File: src/rtl/branch_target_predictor.sv
// Direct-mapped branch target buffer with a 2-bit saturating direction counter per entry.
// Lookup is combinational on the fetch PC; training comes from resolved execute-stage transfers.
module branch_target_predictor #(
  parameter int unsigned ENTRIES  = 64,
  parameter int unsigned TAG_W    = 10,
  parameter logic [1:0]  CTR_INIT = 2'b10
) (
  input  logic        clk_i,
  input  logic        reset_i,
  input  logic [31:0] pc_f_i,
  output logic [31:0] pred_pc_target_f_o,
  output logic        pc_src_pred_f_o,
  output logic        hit_f_o,
  input  logic [31:0] pc_e_i,
  input  logic [31:0] pc_target_e_i,
  input  logic [1:0]  branch_op_e_i,
  input  logic        pc_src_res_e_i,
  input  logic        stall_e_i,
  input  logic        flush_e_i,
  input  logic        invalidate_i
);

  localparam int unsigned IDX_W = $clog2(ENTRIES);

  function automatic logic [IDX_W-1:0] idx_of(input logic [31:0] pc);
    idx_of = pc[2 +: IDX_W];
  endfunction

  function automatic logic [TAG_W-1:0] tag_of(input logic [31:0] pc);
    tag_of = pc[IDX_W+2 +: TAG_W];
  endfunction

  function automatic logic [1:0] sat_inc(input logic [1:0] c);
    sat_inc = (c == 2'b11) ? 2'b11 : c + 2'b01;
  endfunction

  function automatic logic [1:0] sat_dec(input logic [1:0] c);
    sat_dec = (c == 2'b00) ? 2'b00 : c - 2'b01;
  endfunction

  logic [ENTRIES-1:0] valid_r;
  logic [1:0]         ctr_r    [ENTRIES];
  logic [TAG_W-1:0]   tag_r    [ENTRIES];
  logic [31:0]        target_r [ENTRIES];

  logic [IDX_W-1:0] idx_f_s;
  logic [IDX_W-1:0] idx_e_s;
  logic [TAG_W-1:0] tag_e_s;
  logic             hit_e_s;
  logic             train_s;
  logic             alloc_s;
  logic             ctr_we_s;
  logic             tgt_we_s;
  logic [1:0]       ctr_next_s;
  logic             unused_pc_bits_s;

  // Address bits outside index/tag deliberately take no part in matching.
  assign unused_pc_bits_s = ^{pc_f_i, pc_e_i};

  assign idx_f_s = idx_of(pc_f_i);
  assign idx_e_s = idx_of(pc_e_i);
  assign tag_e_s = tag_of(pc_e_i);
  assign hit_e_s = valid_r[idx_e_s] && (tag_r[idx_e_s] == tag_e_s);
  assign train_s = (branch_op_e_i != 2'b00) && !stall_e_i && !flush_e_i && !invalidate_i;

  // Fetch lookup: zero-latency, reads pre-update contents (no bypass from training).
  always_comb begin
    hit_f_o            = 1'b0;
    pc_src_pred_f_o    = 1'b0;
    pred_pc_target_f_o = 32'h0000_0000;
    if (valid_r[idx_f_s] && (tag_r[idx_f_s] == tag_of(pc_f_i))) begin
      hit_f_o            = 1'b1;
      pc_src_pred_f_o    = ctr_r[idx_f_s][1];
      pred_pc_target_f_o = target_r[idx_f_s];
    end else begin
      hit_f_o = 1'b0;
    end
  end

  // Training decision for the single entry addressed by the execute PC.
  always_comb begin
    alloc_s    = 1'b0;
    ctr_we_s   = 1'b0;
    tgt_we_s   = 1'b0;
    ctr_next_s = ctr_r[idx_e_s];
    if (train_s) begin
      if (hit_e_s) begin
        ctr_we_s = 1'b1;
        if (pc_src_res_e_i) begin
          ctr_next_s = sat_inc(ctr_r[idx_e_s]);
          tgt_we_s   = 1'b1;
        end else begin
          ctr_next_s = sat_dec(ctr_r[idx_e_s]);
        end
      end else if (pc_src_res_e_i) begin
        alloc_s    = 1'b1;
        ctr_we_s   = 1'b1;
        tgt_we_s   = 1'b1;
        ctr_next_s = CTR_INIT;
      end else begin
        // Not-taken misses are never allocated.
        alloc_s = 1'b0;
      end
    end else begin
      ctr_we_s = 1'b0;
    end
  end

  // Valid bits and counters: async reset, invalidate wins over training.
  always_ff @(posedge clk_i or negedge reset_i) begin
    if (!reset_i) begin
      valid_r <= {ENTRIES{1'b0}};
      for (int i = 0; i < int'(ENTRIES); i++) begin
        ctr_r[i] <= 2'b01;
      end
    end else begin
      if (invalidate_i) begin
        valid_r <= {ENTRIES{1'b0}};
      end else if (alloc_s) begin
        valid_r[idx_e_s] <= 1'b1;
      end else begin
        valid_r <= valid_r;
      end
      if (ctr_we_s) begin
        ctr_r[idx_e_s] <= ctr_next_s;
      end else begin
        ctr_r[idx_e_s] <= ctr_r[idx_e_s];
      end
    end
  end

  // Tag and target payload; meaningless while the valid bit is clear, so unreset.
  always_ff @(posedge clk_i) begin
    if (alloc_s) begin
      tag_r[idx_e_s] <= tag_e_s;
    end else begin
      tag_r[idx_e_s] <= tag_r[idx_e_s];
    end
    if (tgt_we_s) begin
      target_r[idx_e_s] <= pc_target_e_i;
    end else begin
      target_r[idx_e_s] <= target_r[idx_e_s];
    end
  end

endmodule

File: config.mk
export PLATFORM = sky130hd
export DESIGN_NAME = branch_target_predictor
export DESIGN_NICKNAME = d
export VERILOG_FILES = /design/src/rtl/branch_target_predictor.sv
export SDC_FILE = /design/constraint.sdc
export NUM_CORES = 2
export LEC_CHECK = 0
export CORE_ASPECT_RATIO = 2
export CORE_MARGIN = 8
export CORE_UTILIZATION = 42
export CTS_CLUSTER_DIAMETER = 200
export CTS_CLUSTER_SIZE = 40
export DETAILED_ROUTE_END_ITERATION = 16
export PLACE_DENSITY = 0.56
export RECOVER_POWER = 50
export SYNTH_ARGS = -nofsm -noshare
export SYNTH_HDL_FRONTEND = slang
export SYNTH_SLANG_ARGS = --single-unit
export TNS_END_PERCENT = 20
File: constraint.sdc
create_clock -name clk_i -period 19 [get_ports clk_i]
set_input_delay 4.75 -clock clk_i [delete_from_list [all_inputs] [get_ports clk_i]]
set_output_delay 4.75 -clock clk_i [all_outputs]
set_load 0.02 [all_outputs]
Yosys cells after proc, flatten, opt, wreduce, memory -nomap -nowiden

Memory sizes are Yosys's and may differ from the RTL's.
Cells that the tools add are included.

Add/subtract/negate cells: 2
Order comparisons: 6
Eq/ne operators: 4
Mux-type cells: 42
Bitwise gates (word level): 5
Reduce and logical (&&, ||, !) cells: 14

Operators with widths:

| kind                                                               | count |
|---|---|
| bitwise mux 128 bit                                                | 2 |
| two-way mux 128 bit                                                | 1 |
| two-way mux 64 bit                                                 | 2 |
| two-way mux 32 bit                                                 | 2 |
| OR 64 bit                                                          | 1 |
| binary-select mux 2 bit (select 6 bit)                             | 2 |
| two-way mux 2 bit                                                  | 11 |
| equality test 10 bit                                               | 2 |
| two-way mux 1 bit                                                  | 17 |
| greater-or-equal comparator 7 bit (second input constant)          | 2 |
| less-than comparator 6 x 7 -> 1 bit (second input constant)        | 2 |
| NOT 6 -> 7 bit                                                     | 2 |
| binary-select mux 1 bit (select 6 bit)                             | 2 |
| demux 2 bit (select 6 bit)                                         | 1 |
| two-way mux 10 bit                                                 | 1 |
| logical AND 1 bit                                                  | 7 |
| less-than comparator 7 x 1 -> 1 bit (second input constant)        | 1 |
| demux 1 bit (select 6 bit)                                         | 1 |
| greater-or-equal comparator 6 x 1 -> 1 bit (second input constant) | 1 |
| nonzero test 2 bit                                                 | 2 |
| zero test 1 bit                                                    | 3 |
| adder 2 x 1 -> 2 bit (second input constant)                       | 1 |
| equality test 2 bit (second input constant)                        | 1 |
| zero test 2 bit                                                    | 1 |
| 4 further kinds                                                    | 5 |

Flip-flop bits (word level): 192
RAM bits: 2688
Input bits: 104
Output and inout bits: 34
Word-level logic and storage cells: 140
Memories: 2

Memories:

| name     | words | width | rd ports | clocked after Yosys merged registers in | write ports | line | text |
|---|---|---|---|---|---|---|---|
| target_r | 64    | 32    | 1        | 0                                       | 1           | 44   | `logic [31:0] target_r [ENTRIES];` |
| tag_r    | 64    | 10    | 2        | 0                                       | 1           | 43   | `logic [TAG_W-1:0] tag_r [ENTRIES];` |

Depth between registers and ports, before layout

Depth after elaboration: 11
Gate-level depth with buffers: 17
Gate-level depth less buffers: 10

Least setup slack after synthesis

No wires, ideal clock.

Kind: in2out
Start: input pc_f_i[3]
End: output pred_pc_target_f_o[12]
Data arrival time: 7914 ps
Required time: 14250 ps
Slack: 6336 ps
Stages: 10
Buffers on the path: 4
Path through: clkbuf_1 > buf_1 > clkbuf_1 > mux4_2 > mux4_2 > mux4_2 > xnor2_1 > nand4_2 > buf_2 > a211oi_2

Cells in the longest elaborated chain, start to end: 4
Elaborated cells on any way between the ends: 7
Those cells by class: eq/ne: 1; mux: 3; reduce/logical: 1; memory: 2

Ends and longest elaborated chain:

| element                                                                             | line | text |
|---|---|---|
| start, declared                                                                     | 10   | `input logic [31:0] pc_f_i,` |
| memory read (64 x 10 bit) or binary-select mux 1 bit (select 6 bit) (tied branches) | n/a  |  |
| equality test 10 bit or two-way mux 1 bit (tied branches)                           | 71   | `if (valid_r[idx_f_s] && (tag_r[idx_f_s] == tag_of(pc_f_i))) begin` |
| logical AND 1 bit                                                                   | 71   |  |
| two-way mux 32 bit *                                                                | 71   |  |
| end, declared                                                                       | 11   | `output logic [31:0] pred_pc_target_f_o,` |

Every way passes the cells marked *; elsewhere a longest branch is shown, timed or not. The select of a mux whose other input is x is not followed.

==> impl_metrics.py <==
metrics = {
    "clocking": {
        "cts_sinks": 2880,
        "cts_hold_buf": 0,
        "cts-resized-gates": 0,
        "clk_path_buf_depth": 3,
        "cts.clk_slew.worst_paths_ns": 0.15,
        "cts_max_level": 3,
        "cts_made_buffers": 81,
        "cts_tree": "yes",
        "cts_root_buf": "clkbuf_16",
        "post_cts_buffers": 0,
        "clk_latency_ns": 0.80,
    },
    "timing": {
        "setup_viol": 0,
        "finalHoldWorstSlack_ns": 0.511,
        "layout_setup_ws_ns": 2.86,
        "skew_ns": 0.0648,
        "worst_pin_slew_ns": 4.09,
        "finalSetupTns_ns": 0,
        "min_period_ns": 16.14,
        "max_slew_margin_pct": -173,
        "rsz0062_at_grt": "no",
        "fmaxAchievable_mhz": 62.0,
        "finalCritPeriodShare_pct": 84.9,
        "hold_violations": 0,
        "finalMaxSlewViolations": 2931,
    },
    "yosys": {
        "netlist.area_leader.share_pct": 68.5,
        "synth_nets": 5729,
        "yosys_warnings": 0,
        "synthFlopType": "edfxtp_1",
        "syn_area_sq_um": 118000,
        "synth-edff-count": 2688,
        "synthDistinctLibCells": 66,
        "yosys-top-cells-area": "edfxtp_1, mux4_2, dfrtp_1, dfstp_2, mux2i_1",
        "synth_cells": 5625,
        "ys_ff_latch": 2880,
        "ys_async_sr_fraction_pct": 6.67,
        "yosys.area.top_type": "edfxtp_1",
        "yosysSeqAreaShare_pct": 72.7,
        "syn_area_per_cell_sq_um": 20.9,
    },
    "worst_setup_path": {
        "worst_ep_arrival_time_ns": 16.68,
        "start_kind": "input port",
        "worstSetupEndpoint": "tag_r[47][7]",
        "timing.rr.end": "tag_r[47][7]",
        "reg2reg_slack_ns": 12.81,
        "path_class": "input port to flop",
        "startpoint": "pc_e_i[3]",
        "cp-end-kind": "flop",
        "required_ns": 19.54,
        "crit_fanout": 66,
        "r2r-start": "tag_r[56][2]",
        "worstRegToRegCells": 12,
    },
    "drt": {
        "vias_per_cell": 6.31,
        "ant_nets": 0,
        "wl_per_cell_um": 35.8,
        "route.detailed.drc": 0,
        "drt-pass1-iter-count": 8,
        "via_count": 59000,
        "routed_wl_um": 335000,
        "drt_iter0_markers": 7148,
    },
    "place": {
        "gp_congestion": 0.827,
        "hpwlAfterDp_um": 179000,
        "io_buffers": 105,
        "dpl.cell_count": 9232,
        "place_ws_ns": 3.13,
    },
    "grt": {
        "grt_overflow": 0,
        "grt_antenna_before_repair": 18,
        "grt_pass1_wl_um": 467000,
        "grt_pass1_vias": 59700,
        "grt_max_degree": 125,
        "track_usage_pct": 21.9,
    },
    "outcome": {
        "status": "finished with violations",
        "violations": "max-capacitance violations, max-slew violations",
    },
    "worst_hold_path": {
        "min_path_type": "flop to flop",
    },
    "power_and_ir_drop": {
        "cellLeakagePower_nw": 38.4,
        "total_power_mw": 10.6,
        "p_per_area_nw_per_um2": 84.5,
        "ir_drop_uv": 89.6,
    },
    "layout": {
        "final_cells": 9349,
        "syn2layout_area_growth_pct": 6.70,
        "num-fill-cells": 23400,
        "drive_gt1_share_pct": 24.9,
        "fin_nets": 5681,
        "final_common_cell": "edfxtp_1",
        "layout_common_cells": "edfxtp_1, mux4_2, nor2_1",
    },
    "die": {
        "initial_utilization_pct": 42.1,
        "rows": 275,
        "chipHeight_um": 765,
        "core_sq_um": 280000,
        "fp.dieW_um": 390,
        "pin_count": 138,
        "dieArea_sq_um": 299000,
    },
    "job": {
        "drv_cap": 55,
    },
}
## per-layer routing
layer	wire, um	up-vias	global-route usage (%)
li1	-	23500	-
met1	131000	32400	29.4
met2	169000	2727	37.6
met3	26100	412	3.51
met4	8730	10	5.18
met5	56	-	0
## report_power, final
part           internal (mW)  leakage (nW)  switching [mW]  total [mW]
logic                  0.331          10.6           0.537       0.867
registers               7.08          26.6          0.0379        7.12
clock network          0.829          1.10            1.81        2.64
## synth_stat cells (75+ instances only)
| cell | number |
|---|---|
| buf_1 | 75 |
| mux4_2 | 948 |
| a221oi_1 | 82 |
| nand2_1 | 164 |
| a31oi_1 | 142 |
| mux2i_1 | 132 |
| edfxtp_1 | 2688 |
| buf_2 | 87 |
| dfrtp_1 | 128 |
| nor2_1 | 232 |
| clkbuf_1 | 187 |
## flip-flops by register name (all words and copies together) (netlist names)
signal and count:
target_r 2048, valid_r 64, tag_r 640, ctr_r 128
## worst min-delay path by stage
stage	start	endpoint	slack, ns	cells past startpoint
2_1_floorplan	ctr_r[123]	ctr_r[123]	0.47	2
3_3_place_gp	ctr_r[67]	ctr_r[67]	0.48	2
3_5_place_dp	ctr_r[20]	ctr_r[20]	0.49	2
4_1_cts	ctr_r[20]	ctr_r[20]	0.51	2
5_1_grt	ctr_r[46]	ctr_r[46]	0.53	2
6_report	ctr_r[50]	ctr_r[50]	0.51	2
## cells by family after synthesis
group	Yosys count	share of synthesized area [%]
flops	2880	72.7
mux	1124	19.7
compound gates	624	3.80
simple gates	519	1.99
buf+inv	459	1.72
xor+xnor	19	0.141
## layout make-up
type,instances,area [sq um],share of cell area [%]
sequential,2880,85600,68.1
inverter,72,270,0.215
tap,3739,4680,3.72
antenna,3,7.51,0.00597
timing repair buffer,256,2040,1.62
clock buffer,108,2170,1.73
clock inverter,5,116,0.0926
multi-input combinational,2286,30800,24.5
## critical path, cell delays in order
cell	delay, ns
clkbuf_1	1.00
clkbuf_1	2.21
clkbuf_1	2.51
nor3b_1	0.26
clkbuf_1	0.71
a22o_1	0.45
o31ai_1	0.75
nand3_1	0.23
nor4_2	0.64
xnor2_1	0.25
nor4_2	0.11
nand4_4	0.14
buf_4	0.65
nand2_1	0.57
mux2i_4	0.88
buf_4	0.44
## metrics by stage
step	util (%)	cell area, sq um
3_5_place_dp	44.2	124000
5_1_grt	44.9	126000
3_3_place_gp	44.2	124000
6_report	44.9	126000
4_1_cts	45.0	126000
2_1_floorplan	-	118000
No activity file was read; power rests on OpenSTA's default activity.
